<file path="src/rtl/pc_ctrl_pkg.sv">
// Shared encodings for the PC sequencing controller: FSM states and the
// two-bit select code whose bits drive PcSel (bit 1) and dojump (bit 0).
package pc_ctrl_pkg;

  typedef enum logic [1:0] {
    ST_RUN   = 2'd0,
    ST_LU    = 2'd1,
    ST_MEM   = 2'd2,
    ST_REDIR = 2'd3
  } state_t;

  localparam logic [1:0] SEL_NORMAL = 2'b00;
  localparam logic [1:0] SEL_JUMP   = 2'b01;
  localparam logic [1:0] SEL_BRANCH = 2'b10;

  // Branch wins over jump; the result is never 2'b11, so the PC unit can
  // never be handed both selects at once.
  function automatic logic [1:0] redirect_sel(input logic br, input logic j);
    if (br)     return SEL_BRANCH;
    else if (j) return SEL_JUMP;
    else        return SEL_NORMAL;
  endfunction

endpackage

</file>
<file path="src/rtl/sat_counter.sv">
// Saturating up-counter with enable and synchronous clear; holds at
// all-ones instead of wrapping so debug readouts never alias to small values.
module sat_counter #(
  parameter int W = 16
) (
  input  logic         clk,
  input  logic         rst,
  input  logic         en,
  input  logic         clr,
  output logic [W-1:0] q
);

  // Count enabled events, stick at the top value.
  always_ff @(posedge clk or posedge rst) begin
    // NOTE: sequential state uses non-blocking (<=) so every flop samples
    // pre-edge values regardless of block ordering in simulation.
    if (rst)                  q <= '0;
    else if (clr)             q <= '0;
    else if (en && (q != '1)) q <= q + 1'b1;
  end

endmodule

</file>
<file path="src/rtl/pc_flow_ctrl.sv">
// PC sequencing controller. Arbitrates memory wait, branch, jump and
// load-use requests (in that priority) and drives registered PC-unit
// selects, stall, flush, bubble and freeze controls. Redirects seen while
// memory is busy are parked in pend_br/pend_j and issued on release.
module pc_flow_ctrl
  import pc_ctrl_pkg::*;
#(
  parameter int FLUSH_CYCLES = 1,
  parameter int MEM_TIMEOUT  = 15,
  parameter int CNT_W        = 16
) (
  input  logic             Clk,
  input  logic             PcReSet,
  input  logic             branch_taken,
  input  logic             jump_req,
  input  logic             load_use,
  input  logic             mem_busy,
  output logic             PcSel,
  output logic             dojump,
  output logic             do_stall,
  output logic             if_id_flush,
  output logic             id_ex_bubble,
  output logic             pipe_freeze,
  output logic             wait_err,
  output logic [CNT_W-1:0] stall_cnt,
  output logic [CNT_W-1:0] redir_cnt
);

  localparam int              WAIT_W   = $clog2(MEM_TIMEOUT + 1);
  localparam logic [WAIT_W-1:0] WAIT_MAX = WAIT_W'(MEM_TIMEOUT);
  localparam logic [1:0]      FLUSH_REM = 2'(FLUSH_CYCLES - 1);

  state_t            state, state_n;
  logic [1:0]        sel;
  logic              pend_br, pend_j;
  logic              pend_br_n, pend_j_n;
  logic [WAIT_W-1:0] wait_cnt, wait_base, wait_next;
  logic [1:0]        flush_cnt;

  logic              go_mem, go_redir, go_lu, hold_flush;
  logic [1:0]        sel_n;

  // Wait counter continues only while already in MEM_WAIT; a fresh entry
  // counts from zero. It saturates so the timeout compare stays valid.
  always_comb begin
    wait_base = (state == ST_MEM) ? wait_cnt : '0;
    wait_next = (wait_base == WAIT_MAX) ? wait_base : wait_base + 1'b1;
  end

  // Decide this edge's transition from current state and sampled requests.
  always_comb begin
    // NOTE: every comb output gets a default first so no path leaves a
    // signal unassigned, which would infer a latch.
    state_n    = ST_RUN;
    go_mem     = 1'b0;
    go_redir   = 1'b0;
    go_lu      = 1'b0;
    hold_flush = 1'b0;
    sel_n      = SEL_NORMAL;
    pend_br_n  = 1'b0;
    pend_j_n   = 1'b0;
    unique case (state)
      ST_RUN: begin
        if (mem_busy) begin
          go_mem    = 1'b1;
          pend_br_n = branch_taken;
          pend_j_n  = jump_req & ~branch_taken;
        end else if (branch_taken || jump_req) begin
          go_redir = 1'b1;
          sel_n    = redirect_sel(branch_taken, jump_req);
        end else if (load_use) begin
          go_lu = 1'b1;
        end
      end
      ST_LU: begin
        // The stall lasts one cycle; only a memory wait or a resolved
        // branch changes where it goes next.
        if (mem_busy) begin
          go_mem    = 1'b1;
          pend_br_n = branch_taken;
          pend_j_n  = jump_req & ~branch_taken;
        end else if (branch_taken) begin
          go_redir = 1'b1;
          sel_n    = SEL_BRANCH;
        end
      end
      ST_MEM: begin
        if (mem_busy) begin
          go_mem    = 1'b1;
          pend_br_n = pend_br | branch_taken;
          pend_j_n  = (pend_j | jump_req) & ~(pend_br | branch_taken);
        end else if (pend_br || pend_j || branch_taken || jump_req) begin
          go_redir = 1'b1;
          sel_n    = redirect_sel(pend_br | branch_taken, pend_j | jump_req);
        end
      end
      ST_REDIR: begin
        // Flushed-slot requests are ignored; the flush remainder is dropped
        // if memory goes busy.
        if (mem_busy)               go_mem     = 1'b1;
        else if (flush_cnt != 2'd0) hold_flush = 1'b1;
      end
      default: ;
    endcase

    if (go_mem)                   state_n = ST_MEM;
    else if (go_redir || hold_flush) state_n = ST_REDIR;
    else if (go_lu)               state_n = ST_LU;
  end

  // Registered FSM state, pending flags and all control outputs.
  always_ff @(posedge Clk or posedge PcReSet) begin
    if (PcReSet) begin
      state        <= ST_RUN;
      sel          <= SEL_NORMAL;
      do_stall     <= 1'b0;
      if_id_flush  <= 1'b0;
      id_ex_bubble <= 1'b0;
      pipe_freeze  <= 1'b0;
      wait_err     <= 1'b0;
      pend_br      <= 1'b0;
      pend_j       <= 1'b0;
      wait_cnt     <= '0;
      flush_cnt    <= 2'd0;
    end else begin
      state        <= state_n;
      sel          <= go_redir ? sel_n : SEL_NORMAL;
      do_stall     <= go_mem | go_lu;
      pipe_freeze  <= go_mem;
      id_ex_bubble <= go_lu | go_redir;
      if_id_flush  <= go_redir | hold_flush;
      pend_br      <= pend_br_n;
      pend_j       <= pend_j_n;
      wait_cnt     <= go_mem ? wait_next : '0;
      if (go_redir)        flush_cnt <= FLUSH_REM;
      else if (hold_flush) flush_cnt <= flush_cnt - 1'b1;
      else                 flush_cnt <= 2'd0;
      if (go_mem && (wait_next >= WAIT_MAX)) wait_err <= 1'b1;
    end
  end

  assign PcSel  = sel[1];
  assign dojump = sel[0];

  sat_counter #(.W(CNT_W)) u_stall_cnt (
    .clk (Clk),
    .rst (PcReSet),
    .en  (do_stall),
    .clr (1'b0),
    .q   (stall_cnt)
  );

  sat_counter #(.W(CNT_W)) u_redir_cnt (
    .clk (Clk),
    .rst (PcReSet),
    .en  (PcSel | dojump),
    .clr (1'b0),
    .q   (redir_cnt)
  );

endmodule

</file>
<file path="config.mk">
export PLATFORM = sky130hd
export DESIGN_NAME = pc_flow_ctrl
export DESIGN_NICKNAME = d
export VERILOG_FILES = /design/src/rtl/pc_ctrl_pkg.sv /design/src/rtl/sat_counter.sv /design/src/rtl/pc_flow_ctrl.sv
export SDC_FILE = /design/constraint.sdc
export NUM_CORES = 1
export LEC_CHECK = 0
export CAP_MARGIN = 20
export CORE_MARGIN = 3
export CORE_UTILIZATION = 29
export DETAILED_ROUTE_END_ITERATION = 8
export GPL_TIMING_DRIVEN = 0
export PLACE_DENSITY_LB_ADDON = 0.15
export SYNTH_ARGS = -nofsm -noshare
export SYNTH_HDL_FRONTEND = slang
export SYNTH_SLANG_ARGS = --single-unit
</file>
<file path="constraint.sdc">
create_clock -name Clk -period 2.2 [get_ports Clk]
set_input_delay 0.44 -clock Clk [delete_from_list [all_inputs] [get_ports Clk]]
set_output_delay 0.44 -clock Clk [all_outputs]
set_load 0.005 [all_outputs]
</file>
==> results of run 1 <==
-- registers in the layout (all words and copies together), names as in the netlist, 2 cells and up --
signal,flops
u_stall_cnt.q,16
flush_cnt,2
u_redir_cnt.q,16
state,2
wait_cnt,4
sel,2
-- Yosys cell counts (all sizes together), types with 3 or more instances --
master / instances
o311ai: 3
nor3: 6
nand2: 12
o21ai: 8
ha: 4
xor2: 11
dfrtp: 49
inv: 8
o21a: 3
mux2: 6
o31ai: 4
nand3: 17
xnor2: 12
and3: 8
nor2: 11
a21oi: 8
mux2i: 3
nor4: 9
nor4b: 3
nand4: 12
clkbuf: 3
nor3b: 3
-- worst max-delay path by stage --
stage | start | endpoint | slack [ps] | cells after the start
after floorplan | state[0] | wait_err | 460 | 7
after global placement | PcReSet | u_stall_cnt.q[6] | -490 | 2
after detailed placement | branch_taken | state[1] | 190 | 5
after CTS | state[1] | wait_err | 170 | 7
after global routing | state[0] | wait_err | 60 | 7
final | state[0] | wait_err | 240 | 7
-- cell families (layout without fill, tap and decap cells) --
family / after synthesis / count (layout) / synth area share
fa+ha+maj: 4 / 4 / 0.02066
xor+xnor: 23 / 23 / 0.08316
compound gates: 33 / 33 / 0.09246
buf+inv: 12 / 64 / 0.01911
flops: 49 / 49 / 0.5062
simple gates: 91 / 91 / 0.2366
mux: 9 / 9 / 0.04184
-- metrics by stage --
step / hold slack [ps] / cells
floorplan: 402.7 / 221
global placement: 416.0 / 367
detailed placement: 418.2 / 368
CTS: 361.8 / 376
global route: 365.6 / 375
finish: 366.6 / 375
-- area by class of cell --
class	instances	area (sq um)	area share
flip-flops and latches	49	1226	0.3926
multi-input cells	160	1150	0.3682
repair buffers	45	460.4	0.1474
well taps	102	127.6	0.04087
clock buffers	7	86.33	0.02764
clock inverters	1	30.03	0.009615
inverters	8	30.03	0.009615
plain buffers	3	12.51	0.004006
-- worst max-delay path: stages, from the launching register on --
cell     delay, ps
dfrtp_1        370
buf_2          170
and2b_1        340
and2_1         170
ha_1           280
nand4_1        140
mux2i_1        170
o31ai_1        230
-- routing by layer --
metal | up-vias | GRT usage | wire [um]
met2 | 33 | 0.1755 | 2395
met3 | 6 | 0.02513 | 188
met5 | - | 0 | 0
li1 | 918 | - | -
met4 | 0 | 0.04260 | 56
met1 | 890 | 0.1489 | 2428
-- cells in the final DEF (no fill, tap or decap), drive strengths merged, types with 3 or more instances in the layout --
| cell type | instances |
|---|---|
| a21oi | 8 |
| and3 | 8 |
| clkbuf | 9 |
| clkdlybuf4s50 | 44 |
| dfrtp | 49 |
| ha | 4 |
| inv | 8 |
| mux2 | 6 |
| mux2i | 3 |
| nand2 | 12 |
| nand3 | 17 |
| nand4 | 12 |
| nor2 | 11 |
| nor3 | 6 |
| nor3b | 3 |
| nor4 | 9 |
| nor4b | 3 |
| o21a | 3 |
| o21ai | 8 |
| o311ai | 3 |
| o31ai | 4 |
| xnor2 | 12 |
| xor2 | 11 |
-- power by group --
group	leakage, nW	internal (mW)	switching [mW]
Clock	0.0585	0.371	0.293
Combinational	0.627	0.382	0.237
Sequential	0.641	1.04	0.205
==> summary.md, run 1 <==
| Metric | Value |
|---|---|
| # setup viols final | 0 |
| Via Count | 1847 |
| Dominant cell type by area after synthesis | dfrtp_1 |
| Register area share after synthesis | 0.5062 |
| VDD IR max | 0.3750 mV |
| Ys flop type | dfrtp_1 |
| Final TNS setup | 0 ps |
| #FFs+latches synth | 49 |
| Largest net degree at the start of global routing | 42 |
| Initial antenna violation count | 0 |
| Ys Warns | 0 |
| CP max FO | 9 |
| FF-to-FF path depth | 7 |
| Antenna Cells | 0 |
| Routed WL per cell | 13.51 um |
| WP data arrival | 2170 ps |
| Top cell type's share of synthesized area | 0.5062 |
| Largest cells by area after synthesis | dfrtp_1 (51%), xnor2_1 (4.3%), xor2_1 (4.0%) |
| CTS Root Cell | clkbuf_8 |
| Vias in the first global route | 1787 |
| Hpwl dp | 3.764 mm |
| Synth-to-layout area growth | 28.93% |
| Post-DP Area | 3010 sq um |
| Site row count | 32 |
| Post-synth ARST share | 1.000 |
| Routability-driven placement congestion ratio | 0.7952 |
| RSZ-0062 raised after global routing | false |
| CTS Buf Count | 5 |
| Vias/cell | 4.925 |
| WP data required | 2410 ps |
| Worst-margin pin slew | 483.4 ps |
| CP Class | register to register |
| Total grt overflow | 0 |
| Synth unique cells | 48 |
| R2R Setup Slk | 240 ps |
| Cts hold-fix bufs | 0 |
| Initial Util | 0.3056 |
| Clock sink total | 49 |
| Longest Clk Path Bufs | 2 |
| Die Y | 97.40 um |
| EDFF count, synth | 0 |
| Total global-route track usage | 0.1114 |
| Pre-CTS WS | 188.2 ps |
| Final Cycle Share | 0.8905 |
| R2R Path End | wait_err |
| Die Wd | 97.40 um |
| RR Startpoint | state[0] |
| Routed wire length | 5.068 mm |
| Global-route wire length before repair | 8.818 mm |
| Clk pin slew, worst setup/hold paths | 90 ps |
| Worst Setup Start Kind | register |
| Cts repair resizes | 0 |
| Cells after synthesis | 221 |
| Crit. End Element | register |
| Run status | finished clean |
| Clock skew | 5.012 ps |
| Final Hold Vio Count | 0 |
| Ports | 45 |
| Layout cells sized above 1 | 0.09158 |
| Synth Area per Inst | 10.96 sq um |
| Iter 0 DRT Violations | 56 |
| Leakage | 1.326 nW |
| Rel. slew slack | 0.6753 |
| Core Util, Final | 0.3939 |
| Post-route cell area | 3123 sq um |
| Postcts setup bufs | 0 |
| Area of the mapped netlist | 2422 sq um |
| Number of remaining DRC errors | 0 |
| Die area | 9486 sq um |
| Port bufs | 44 |
| Pwr Density | 808.8 nW/um^2 |
| Syn Nets | 231 |
| Core area | 7928 sq um |
| Max Freq | 0.5104 GHz |
| Final Slew Violations | 0 |
| 1st-pass router iterations | 4 |
| Post-layout min period | 1959 ps |
| Clk_lat worst skew | 300 ps |
| Final net count | 282 |
| Max-cap violations | 0 |
| CTS tree | yes |
| Fillers | 808 |
| ANT nets after route | 0 |
| CTS H-tree lvls | 2 |
| Total power | 2.526 mW |
| Hold Crit Class | primary input to async pin |
| Final worst slack | 240.9 ps |
Power figures use the tool's default switching activity.
==> run 2: changes to the inputs <==
GPL_TIMING_DRIVEN = default   (was 0)
==> run 2 against run 1 <==
Die area did not move. Clock-buffer cell count fell by 1. Combinational power fell by 1%. Total power fell by 3.9%. First-iteration DRC count rose by 13%. Largest cell class unchanged. Hold slack improved by 59 ps. Critical path depth fell by 2. Fmax rose by 6.0%. Largest power group unchanged. Global-route usage fell by 0.074 points. Critical path type unchanged. Design area fell by 0.56%. Sequential share of layout area rose by 0.22 points.
==> summary.md, run 2 (same netlist as run 1, synthesis figures left out) <==
| Metric | Value |
|---|---|
| Run status | finished clean |
| Clock sink total | 49 |
| Die Y | 97.40 um |
| RR Startpoint | u_stall_cnt.q[0] |
| Worst hold slack | 425.5 ps |
| Final cell count without fillers | 374 |
| RSZ-0062 raised after global routing | false |
| Multi-input logic area | 1150 sq um |
| Max Freq | 0.5411 GHz |
| Initial Util | 0.3056 |
| Site row count | 32 |
| Routability-driven placement congestion ratio | 0.7804 |
| Hpwl dp | 3.690 mm |
| ANT nets after route | 0 |
| Final worst slack | 351.8 ps |
| Postcts setup bufs | 0 |
| Number of remaining DRC errors | 0 |
| Cell count after placement | 366 |
| Final TNS setup | 0 ps |
| Total global-route track usage | 0.1107 |
| Core area | 7928 sq um |
| Min-delay src | flush_cnt[0] |
| Post-layout min period | 1848 ps |
| Largest net degree at the start of global routing | 50 |
| CP startpoint | u_stall_cnt.q[0] |
| Core Util, Final | 0.3917 |
| Post-route cell area | 3105 sq um |
| Cts repair resizes | 0 |
| Hold Crit Class | register to register |
| WP data required | 2390 ps |
| Total power | 2.427 mW |
| Final Slew Violations | 0 |
| Antenna Cells | 0 |
| Worst Setup Start Kind | register |
| Ports | 45 |
| Crit. End Element | register |
| Hold path cells | 1 |
| Final net count | 281 |
| Seq. cell area | 1226 sq um |
| WP data arrival | 2040 ps |
| Port bufs | 44 |
| Vias in the first global route | 1743 |
| Commonest non-fill, non-tap cell in the layout | dfrtp_1 |
| CTS tree | yes |
| Initial antenna violation count | 0 |
| CP max FO | 10 |
| Layout cells sized above 1 | 0.09926 |
| Routed WL per cell | 13.54 um |
| Vias/cell | 4.947 |
| Clock skew | 5.059 ps |
| Die area | 9486 sq um |
| FF-to-FF path depth | 5 |
| 1st-pass router iterations | 4 |
| CP Class | register to register |
| Clk_lat worst skew | 290 ps |
| CTS Root Cell | clkbuf_8 |
| Die Wd | 97.40 um |
| Worst-margin pin slew | 512.5 ps |
| CTS Buf Count | 5 |
| R2R Path End | u_stall_cnt.q[1] |
| Synth-to-layout area growth | 28.20% |
| Final Cycle Share | 0.8401 |
| Fillers | 794 |
| Clk pin slew, worst setup/hold paths | 90 ps |
| # setup viols final | 0 |
| R2R Setup Slk | 350 ps |
| Leakage | 1.321 nW |
| Cts hold-fix bufs | 0 |
| Via Count | 1850 |
| Final Hold Vio Count | 0 |
| Total grt overflow | 0 |
| Max-cap violations | 0 |
| Pwr Density | 781.6 nW/um^2 |
| Routed wire length | 5.065 mm |
| Iter 0 DRT Violations | 63 |
| Longest Clk Path Bufs | 2 |
| Commonest non-fill, non-tap cells in the layout | dfrtp_1 (49), clkdlybuf4s50_1 (44), nand3_1 (15) |
| Rel. slew slack | 0.6558 |
| Post-DP Area | 3009 sq um |
| VDD IR max | 0.3736 mV |
| CTS H-tree lvls | 2 |
| Pre-CTS WS | 240.0 ps |
| Global-route wire length before repair | 8.790 mm |
| Regs by FF count | u_redir_cnt.q: 16 flops, u_stall_cnt.q: 16 flops, wait_cnt: 4 flops |
| Hold Path End | flush_cnt[0] |
-- run 2: changes by cell type in the layout (fill, tap and decap cells not counted) --
cell / delta
clkinv_2: +1
buf_2: -1
buf_4: +2
clkinv_4: +1
clkbuf_1: -3
bufinv_16: -1
-- run 2: worst max-delay path by stage --
stage / slack [ps] / cells after the start / endpoint
floorplan: 460 / 7 / wait_err
global placement: 280 / 5 / state[1]
detailed placement: 240 / 5 / state[1]
CTS: 340 / 5 / u_stall_cnt.q[1]
global route: 150 / 6 / wait_err
finish: 350 / 5 / u_stall_cnt.q[1]
-- run 2: cell type report --
type,count,area share
Clock buffer,6,0.02659
Timing Repair Buffer,47,0.1531
Multi-Input combinational cell,160,0.3703
Clock inverter,2,0.004432
Inverter,8,0.009670
Tap cell,102,0.04110
Sequential cell,49,0.3948
-- run 2: layer usage --
metal / global-route usage / wire, um / vias to the layer above
met1: 0.1526 / 2430 / 886
met2: 0.1687 / 2376 / 38
met5: 0 / 0 / -
met4: 0.04153 / 78 / 0
li1: - / - / 920
met3: 0.02584 / 179 / 6
-- run 2: report_power, final --
| group | internal, mW | switching, mW | leakage, nW | total [mW] |
|---|---|---|---|---|
| registers | 1.04 | 0.222 | 0.641 | 1.26 |
| logic | 0.385 | 0.227 | 0.629 | 0.612 |
| clock network | 0.255 | 0.300 | 0.0512 | 0.556 |
-- run 2: worst max-delay path, stage by stage, from the launching register on --
cell	delay (ps)
dfrtp_1	440
ha_1	210
and3_1	210
nand3_2	210
o31ai_4	330
mux2_1	340
==> run 3: changes to the inputs <==
clock period = 1.75 ns   (was 2.2 ns; I/O delays follow)
==> run 3 against run 2 <==
Sequential share of layout area decreased by 3.7 points. Largest cell class unchanged. Highest routed layer unchanged. Setup slack got worse by 280 ps. Total power up 44%. Final cell count increased by 8.8%. Critical path depth down 4. Largest power group unchanged.
==> summary.md, run 3 (same netlist as run 1, synthesis figures left out) <==
| Metric | Value |
|---|---|
| Site row count | 32 |
| Max-cap violations | 0 |
| Clock sink total | 49 |
| Worst hold slack | 322.6 ps |
| CP Class | register to output port |
| CP max FO | 8 |
| Cell chain of the critical path | clkdlybuf4s50_1 |
| Multi-input logic area | 1185 sq um |
| Iter 0 DRT Violations | 57 |
| Crit-path slowest cell | clkdlybuf4s50_1 |
| Antenna Cells | 0 |
| Via Count | 1987 |
| Die Y | 97.40 um |
| Layout cells sized above 1 | 0.2262 |
| Hold Crit Class | primary input to async pin |
| Total grt overflow | 0 |
| Clk pin slew, worst setup/hold paths | 90 ps |
| Routed wire length | 5.519 mm |
| Post-layout min period | 1681 ps |
| CTS Root Cell | clkbuf_8 |
| Crit-path max cell delay | 550 ps |
| VDD IR max | 0.5849 mV |
| CTS H-tree lvls | 2 |
| Power Internal | 2.503 mW |
| Max Freq | 0.5949 GHz |
| Global-route wire length before repair | 9.487 mm |
| Number of remaining DRC errors | 0 |
| Core area | 7928 sq um |
| Worst Setup Start Kind | register |
| Rel. slew slack | 0.6494 |
| Seq. cell area | 1230 sq um |
| Initial Util | 0.3056 |
| Clk network pwr share | 0.271 |
| Initial antenna violation count | 0 |
| P_sw | 0.9981 mW |
| Largest net degree at the start of global routing | 28 |
| Total global-route track usage | 0.1204 |
| Post-DP Area | 3227 sq um |
| Final Slew Violations | 0 |
| ANT nets after route | 0 |
| Worst-margin pin slew | 525.4 ps |
| # setup viols final | 0 |
| Ports | 45 |
| Commonest non-fill, non-tap cell in the layout | dfrtp_1 |
| Final TNS setup | 0 ps |
| Clk_lat worst skew | 300 ps |
| 1st-pass router iterations | 4 |
| Crit. End Element | output port |
| WP data required | 1400 ps |
| Run status | finished clean |
| Pwr Density | 1020 nW/um^2 |
| Final Hold Vio Count | 0 |
| Port bufs | 44 |
| Synth-to-layout area growth | 41.74% |
| Final Cycle Share | 0.9605 |
| CTS tree | yes |
| Fillers | 769 |
| Die Wd | 97.40 um |
| Pre-CTS WS | -12.63 ps |
| Clock skew | 6.709 ps |
| Leakage | 1.520 nW |
| Final worst slack | 69.05 ps |
| Vias/cell | 4.882 |
| Sequential fraction of design power | 0.430 |
| Combinational power share | 0.299 |
| Cell count after placement | 395 |
| CP bufs+invs | 1 |
| Cts hold-fix bufs | 0 |
| WP data arrival | 1330 ps |
| Routability-driven placement congestion ratio | 0.8031 |
| Routed WL per cell | 13.56 um |
| Die area | 9486 sq um |
| Regs by FF count | u_redir_cnt.q: 16 flops, u_stall_cnt.q: 16 flops, wait_cnt: 4 flops |
| Crit path max-delay family | buffers and inverters |
| Final cell count without fillers | 407 |
| Hpwl dp | 4.150 mm |
| CTS Buf Count | 5 |
| Commonest non-fill, non-tap cells in the layout | dfrtp_1 (46), clkdlybuf4s50_1 (44), buf_4 (34) |
| Final net count | 314 |
| Longest Clk Path Bufs | 2 |
| Post-route cell area | 3433 sq um |
| Sw frac | 0.2851 |
| Vias in the first global route | 1947 |
-- run 3: cell types whose count changed in the layout (fill, tap and decap cells not counted), sizes merged --
cell    delta
bufinv     +2
clkbuf     -1
buf       +33
clkinv     -1
-- run 3: per-layer routing --
metal | wire (um) | vias up | GRT usage | part of all wire
li1 | - | 977 | - | -
met1 | 2564 | 971 | 0.1578 | 0.46
met2 | 2708 | 31 | 0.2003 | 0.49
met3 | 145 | 8 | 0.02441 | 0.026
met4 | 101 | 0 | 0.03621 | 0.018
met5 | 0 | - | 0 | 0
-- run 3: area by class of cell --
cell class / count / area share
clock inverter: 3 / 0.01895
inverter: 8 / 0.008746
clock buffer: 5 / 0.02004
timing repair buffer: 80 / 0.2117
sequential: 49 / 0.3582
tap: 102 / 0.03717
multi-input combinational: 160 / 0.3451
-- run 3: per-stage QoR --
stage               power [mW]  utilization
finish                   3.501       0.4331
global route             3.715       0.4331
CTS                      3.505       0.4246
detailed placement       2.532       0.4070
global placement         2.526       0.4070
floorplan                1.926            -
-- run 3: path summary, 6_finish.rpt --
check                                         to  slack [ps]  cells after the start              from
worst max-delay path                redir_cnt[8]          70                      1  u_redir_cnt.q[8]
worst min-delay path            u_redir_cnt.q[6]         320                      2           PcReSet
worst max register to register  u_stall_cnt.q[7]         120                      6  u_stall_cnt.q[0]
worst min register to register      flush_cnt[0]         430                      1      flush_cnt[0]
max in group asynchronous       u_stall_cnt.q[6]         960                      3           PcReSet
min in group Clk                    flush_cnt[0]         430                      1      flush_cnt[0]
-- run 3: power by group through the flow --
stage	registers, mW	clock network [mW]	logic [mW]
after global routing	1.53	1.04	1.14
after CTS	1.51	0.992	1.01
after detailed placement	1.53	0	1.00
after floorplan	1.55	0	0.379
after global placement	1.53	0	0.998
final	1.50	0.950	1.05
-- run 3: what timing repair did --
action                                  4_1_cts  5_1_grt
setup buffers                                 0        4
endpoints found under the setup margin        1       21
pin swaps                                     0        2
gates resized for setup                       2       11
==> RTL change 1 (flow settings as in run 1) <==
The 4 states of `state_t` get a one-hot encoding in 4 bits.
--- a/src/rtl/pc_ctrl_pkg.sv
+++ b/src/rtl/pc_ctrl_pkg.sv
@@ -4,7 +4,7 @@
 
-  typedef enum logic [1:0] {
-    ST_RUN   = 2'd0,
-    ST_LU    = 2'd1,
-    ST_MEM   = 2'd2,
-    ST_REDIR = 2'd3
+  typedef enum logic [3:0] {
+    ST_RUN   = 4'b0001,
+    ST_LU    = 4'b0010,
+    ST_MEM   = 4'b0100,
+    ST_REDIR = 4'b1000
   } state_t;
Check against the original RTL: no difference found for any inputs over 10 cycles, from zero or initial values and one cycle with PcReSet high; not proved beyond that.
==> RTL change 1 against run 1 <==
Area after synthesis rose by 6.4%; cell area increased by 5.1%; via count is 9.3% higher; setup slack gained 0.049 ns; power grew 11%; wire length up 9.0%; final cell count up 9.1%; sequential cell count is 1 higher; sequential share of layout area fell by 1.1 points; combinational power increased by 60%; synthesized cell count up 13%; fmax is 2.6% higher; highest routed layer unchanged.
==> RTL change 1: results (changes against run 1) <==
global router's overall resource usage = 11.5% (was 11.1%)
R2R setup slack = 0.29 ns (was 0.24 ns)
crit-path max FO = 7 (was 9)
XOR/XNOR Fraction of Synth Area = 7.48% (was 8.32%)
routed len/inst = 13.5 µm (about the same)
Max stage delay on crit path = 0.41 ns (was 0.37 ns)
met2 usage = 18.0% (was 17.6%)
grt met1 use = 16.0% (was 14.9%)
largest net degree at the start of global routing = 30 (was 42)
syn_nets = 259 (was 231)
worst setup path start = state[0] (unchanged)
Compound-Gate Fraction of Synth Area = 9.37% (was 9.25%)
Largest regs = u_redir_cnt.q: 16 flops, u_stall_cnt.q: 16 flops (was u_redir_cnt.q: 16 flops, u_stall_cnt.q: 16 flops, wait_cnt: 4 flops)
Initial DRC Count = 69 (was 56)
Fin Clk Skew = 0.00781 ns (was 0.00501 ns)
worst-path cell with the longest stage delay = nor4b_4 (was dfrtp_1)
adder-cell share of the synthesized area = 1.94% (was 2.07%)
CP arrival = 2.13 ns (was 2.17 ns)
Critical R2R Capture = wait_cnt[0] (was wait_err)
VDD IR-drop max = 0.421 mV (was 0.375 mV)
hpwl dp = 4.05 mm (was 3.76 mm)
post-place setup slack = 0.151 ns (was 0.188 ns)
Seq/Total Area, Yosys = 48.6% (was 50.6%)
Tcrit/Tclk final = 86.8% (was 89.1%)
post-synthesis mux area share = 5.05% (was 4.18%)
vias in the first global route = 1968 (was 1787)
first-pass GRT wire length = 9.37 mm (was 8.82 mm)
met3 WL = 176 µm (was 188 µm)
FILL cells = 880 (was 808)
layout cells sized above 1 = 11.5% (was 9.16%)
outcome = complete, no violations (unchanged)
Hold Path Class = reg2reg (was in2async)
drt via density = 4.94 (was 4.93)
## RTL change 1: area by class of cell
type	instances	share of cell area, %
plain buffers	6	0.991
clock buffers	7	2.63
clock inverters	1	0.152
inverters	12	1.37
multi-input cells	181	38.0
flip-flops and latches	50	38.1
well taps	105	4.00
repair buffers	47	14.7
## RTL change 1: metrics by stage
stage | hold WS [ns] | instances | setup TNS, ns | util (%)
finish | 0.429 | 409 | 0 | 39.0
global route | 0.458 | 409 | 0 | 39.0
CTS | 0.432 | 407 | 0 | 38.8
detailed placement | 0.419 | 399 | 0 | 37.7
global placement | 0.416 | 398 | -27.75 | 37.4
floorplan | 0.403 | 249 | 0 | -
## RTL change 1: power breakdown
| part | total [mW] | switching (mW) | leakage [nW] | internal (mW) |
|---|---|---|---|---|
| clock network | 0.548 | 0.294 | 0.0482 | 0.254 |
| registers | 1.27 | 0.183 | 0.663 | 1.09 |
| logic | 0.992 | 0.453 | 0.736 | 0.539 |
==> RTL change 2 (settings of run 1) <==
Without the edit above. Change the parameter `CNT_W` from 16 to 12.
--- a/src/rtl/pc_flow_ctrl.sv
+++ b/src/rtl/pc_flow_ctrl.sv
@@ -9,3 +9,3 @@
   parameter int MEM_TIMEOUT  = 15,
-  parameter int CNT_W        = 16
+  parameter int CNT_W        = 12
 ) (
Ports: changed (resized redir_cnt and stall_cnt); port bits go from 45 to 37. The function was not compared with the original's and may differ.
==> RTL change 2 against run 1 <==
Power decreased by 13%; area after synthesis fell by 18%; synthesized cell count decreased by 16%; final cell count down 18%; sequential cell count fell by 8; wire length shrank 19%; setup slack got worse by 0.10 ns; cell area is 18% lower.
==> RTL change 2: results (changes against run 1) <==
clock network power share = 22.0% (was 26.3%)
hpwl dp = 2.94 mm (was 3.76 mm)
drt via density = 4.96 (was 4.93)
PD cells = 857 mW/mm² (was 809 mW/mm²)
synth cell count leaders = dfrtp_1, nand2_1, nor2_1, a21oi_1, xnor2_1 (was dfrtp_1, nand3_1, xnor2_1)
met2 usage = 17.9% (was 17.6%)
number of multi-input logic gates = 135 (was 160)
routed wl met2 = 1.93 mm (was 2.40 mm)
grt met1 use = 14.4% (was 14.9%)
non-clk buf share = 15.5% (was 15.1%)
Initial DRC Count = 42 (was 56)
Pleak = 1.08 nW (was 1.33 nW)
VDD IR-drop max = 0.309 mV (was 0.375 mV)
Nets = 240 (was 282)
met3 WL = 157 µm (was 188 µm)
Seq/Total Area, Yosys = 51.7% (was 50.6%)
Period minus WS final = 2.06 ns (was 1.96 ns)
first-pass GRT wire length = 6.94 mm (was 8.82 mm)
vias in the first global route = 1463 (was 1787)
routed wire length = 4.11 mm (was 5.07 mm)
Reg-to-Reg Start = state[1] (was state[0])
FF+latch count = 41 (was 49)
ClkCell Share = 3.35% (was 3.73%)
Largest regs = u_redir_cnt.q: 12 flops, u_stall_cnt.q: 12 flops, wait_cnt: 4 flops (was u_redir_cnt.q: 16 flops, u_stall_cnt.q: 16 flops, wait_cnt: 4 flops)
Metal-1 WL = 2.00 mm (was 2.43 mm)
largest net degree at the start of global routing = 36 (was 42)
Distinct cells, synth = 46 (was 48)
layout cells sized above 1 = 10.4% (was 9.16%)
P_comb = 0.656 mW (was 0.619 mW)
placed inst area = 0.00246 mm² (was 0.00301 mm²)
outcome = complete, no violations (unchanged)
Placed Instances = 300 (was 368)
worst r2r path cells = 9 (was 7)
sw frac = 31.3% (was 29.1%)
FILL cells = 649 (was 808)
syn_nets = 196 (was 231)
FF/Latch Area = 0.00103 mm² (was 0.00123 mm²)
crit-path max FO = 10 (was 9)
GR Util met3 = 4.19% (was 2.51%)
==> RTL change 2: cell types whose count changed after synthesis, moves of 4 or more <==
cell / change
nor2_1: +4
nand3_1: -8
xor2_1: -4
dfrtp_1: -8
nand4_1: -4
nor4_1: -5
==> RTL change 2: kinds of logic (layout without fill, tap and decap cells) <==
group | after synthesis | in the layout | synth area share, %
flip-flops | 41 | 41 | 51.7
XOR/XNOR | 16 | 16 | 7.07
buffers and inverters | 10 | 55 | 2.02
adder cells (fa/ha/maj) | 4 | 4 | 2.52
AO/OA/AOI/OAI | 29 | 29 | 9.34
multiplexers | 7 | 7 | 3.85
AND/OR/NAND/NOR | 79 | 79 | 23.5
==> RTL change 2: timing repair <==
| item | 4_1_cts | 5_1_grt |
|---|---|---|
| resized for setup | 2 | 4 |
| pin swaps | 0 | 1 |
| hold buffers | 0 | 0 |
| endpoints found under the setup margin | 1 | 1 |
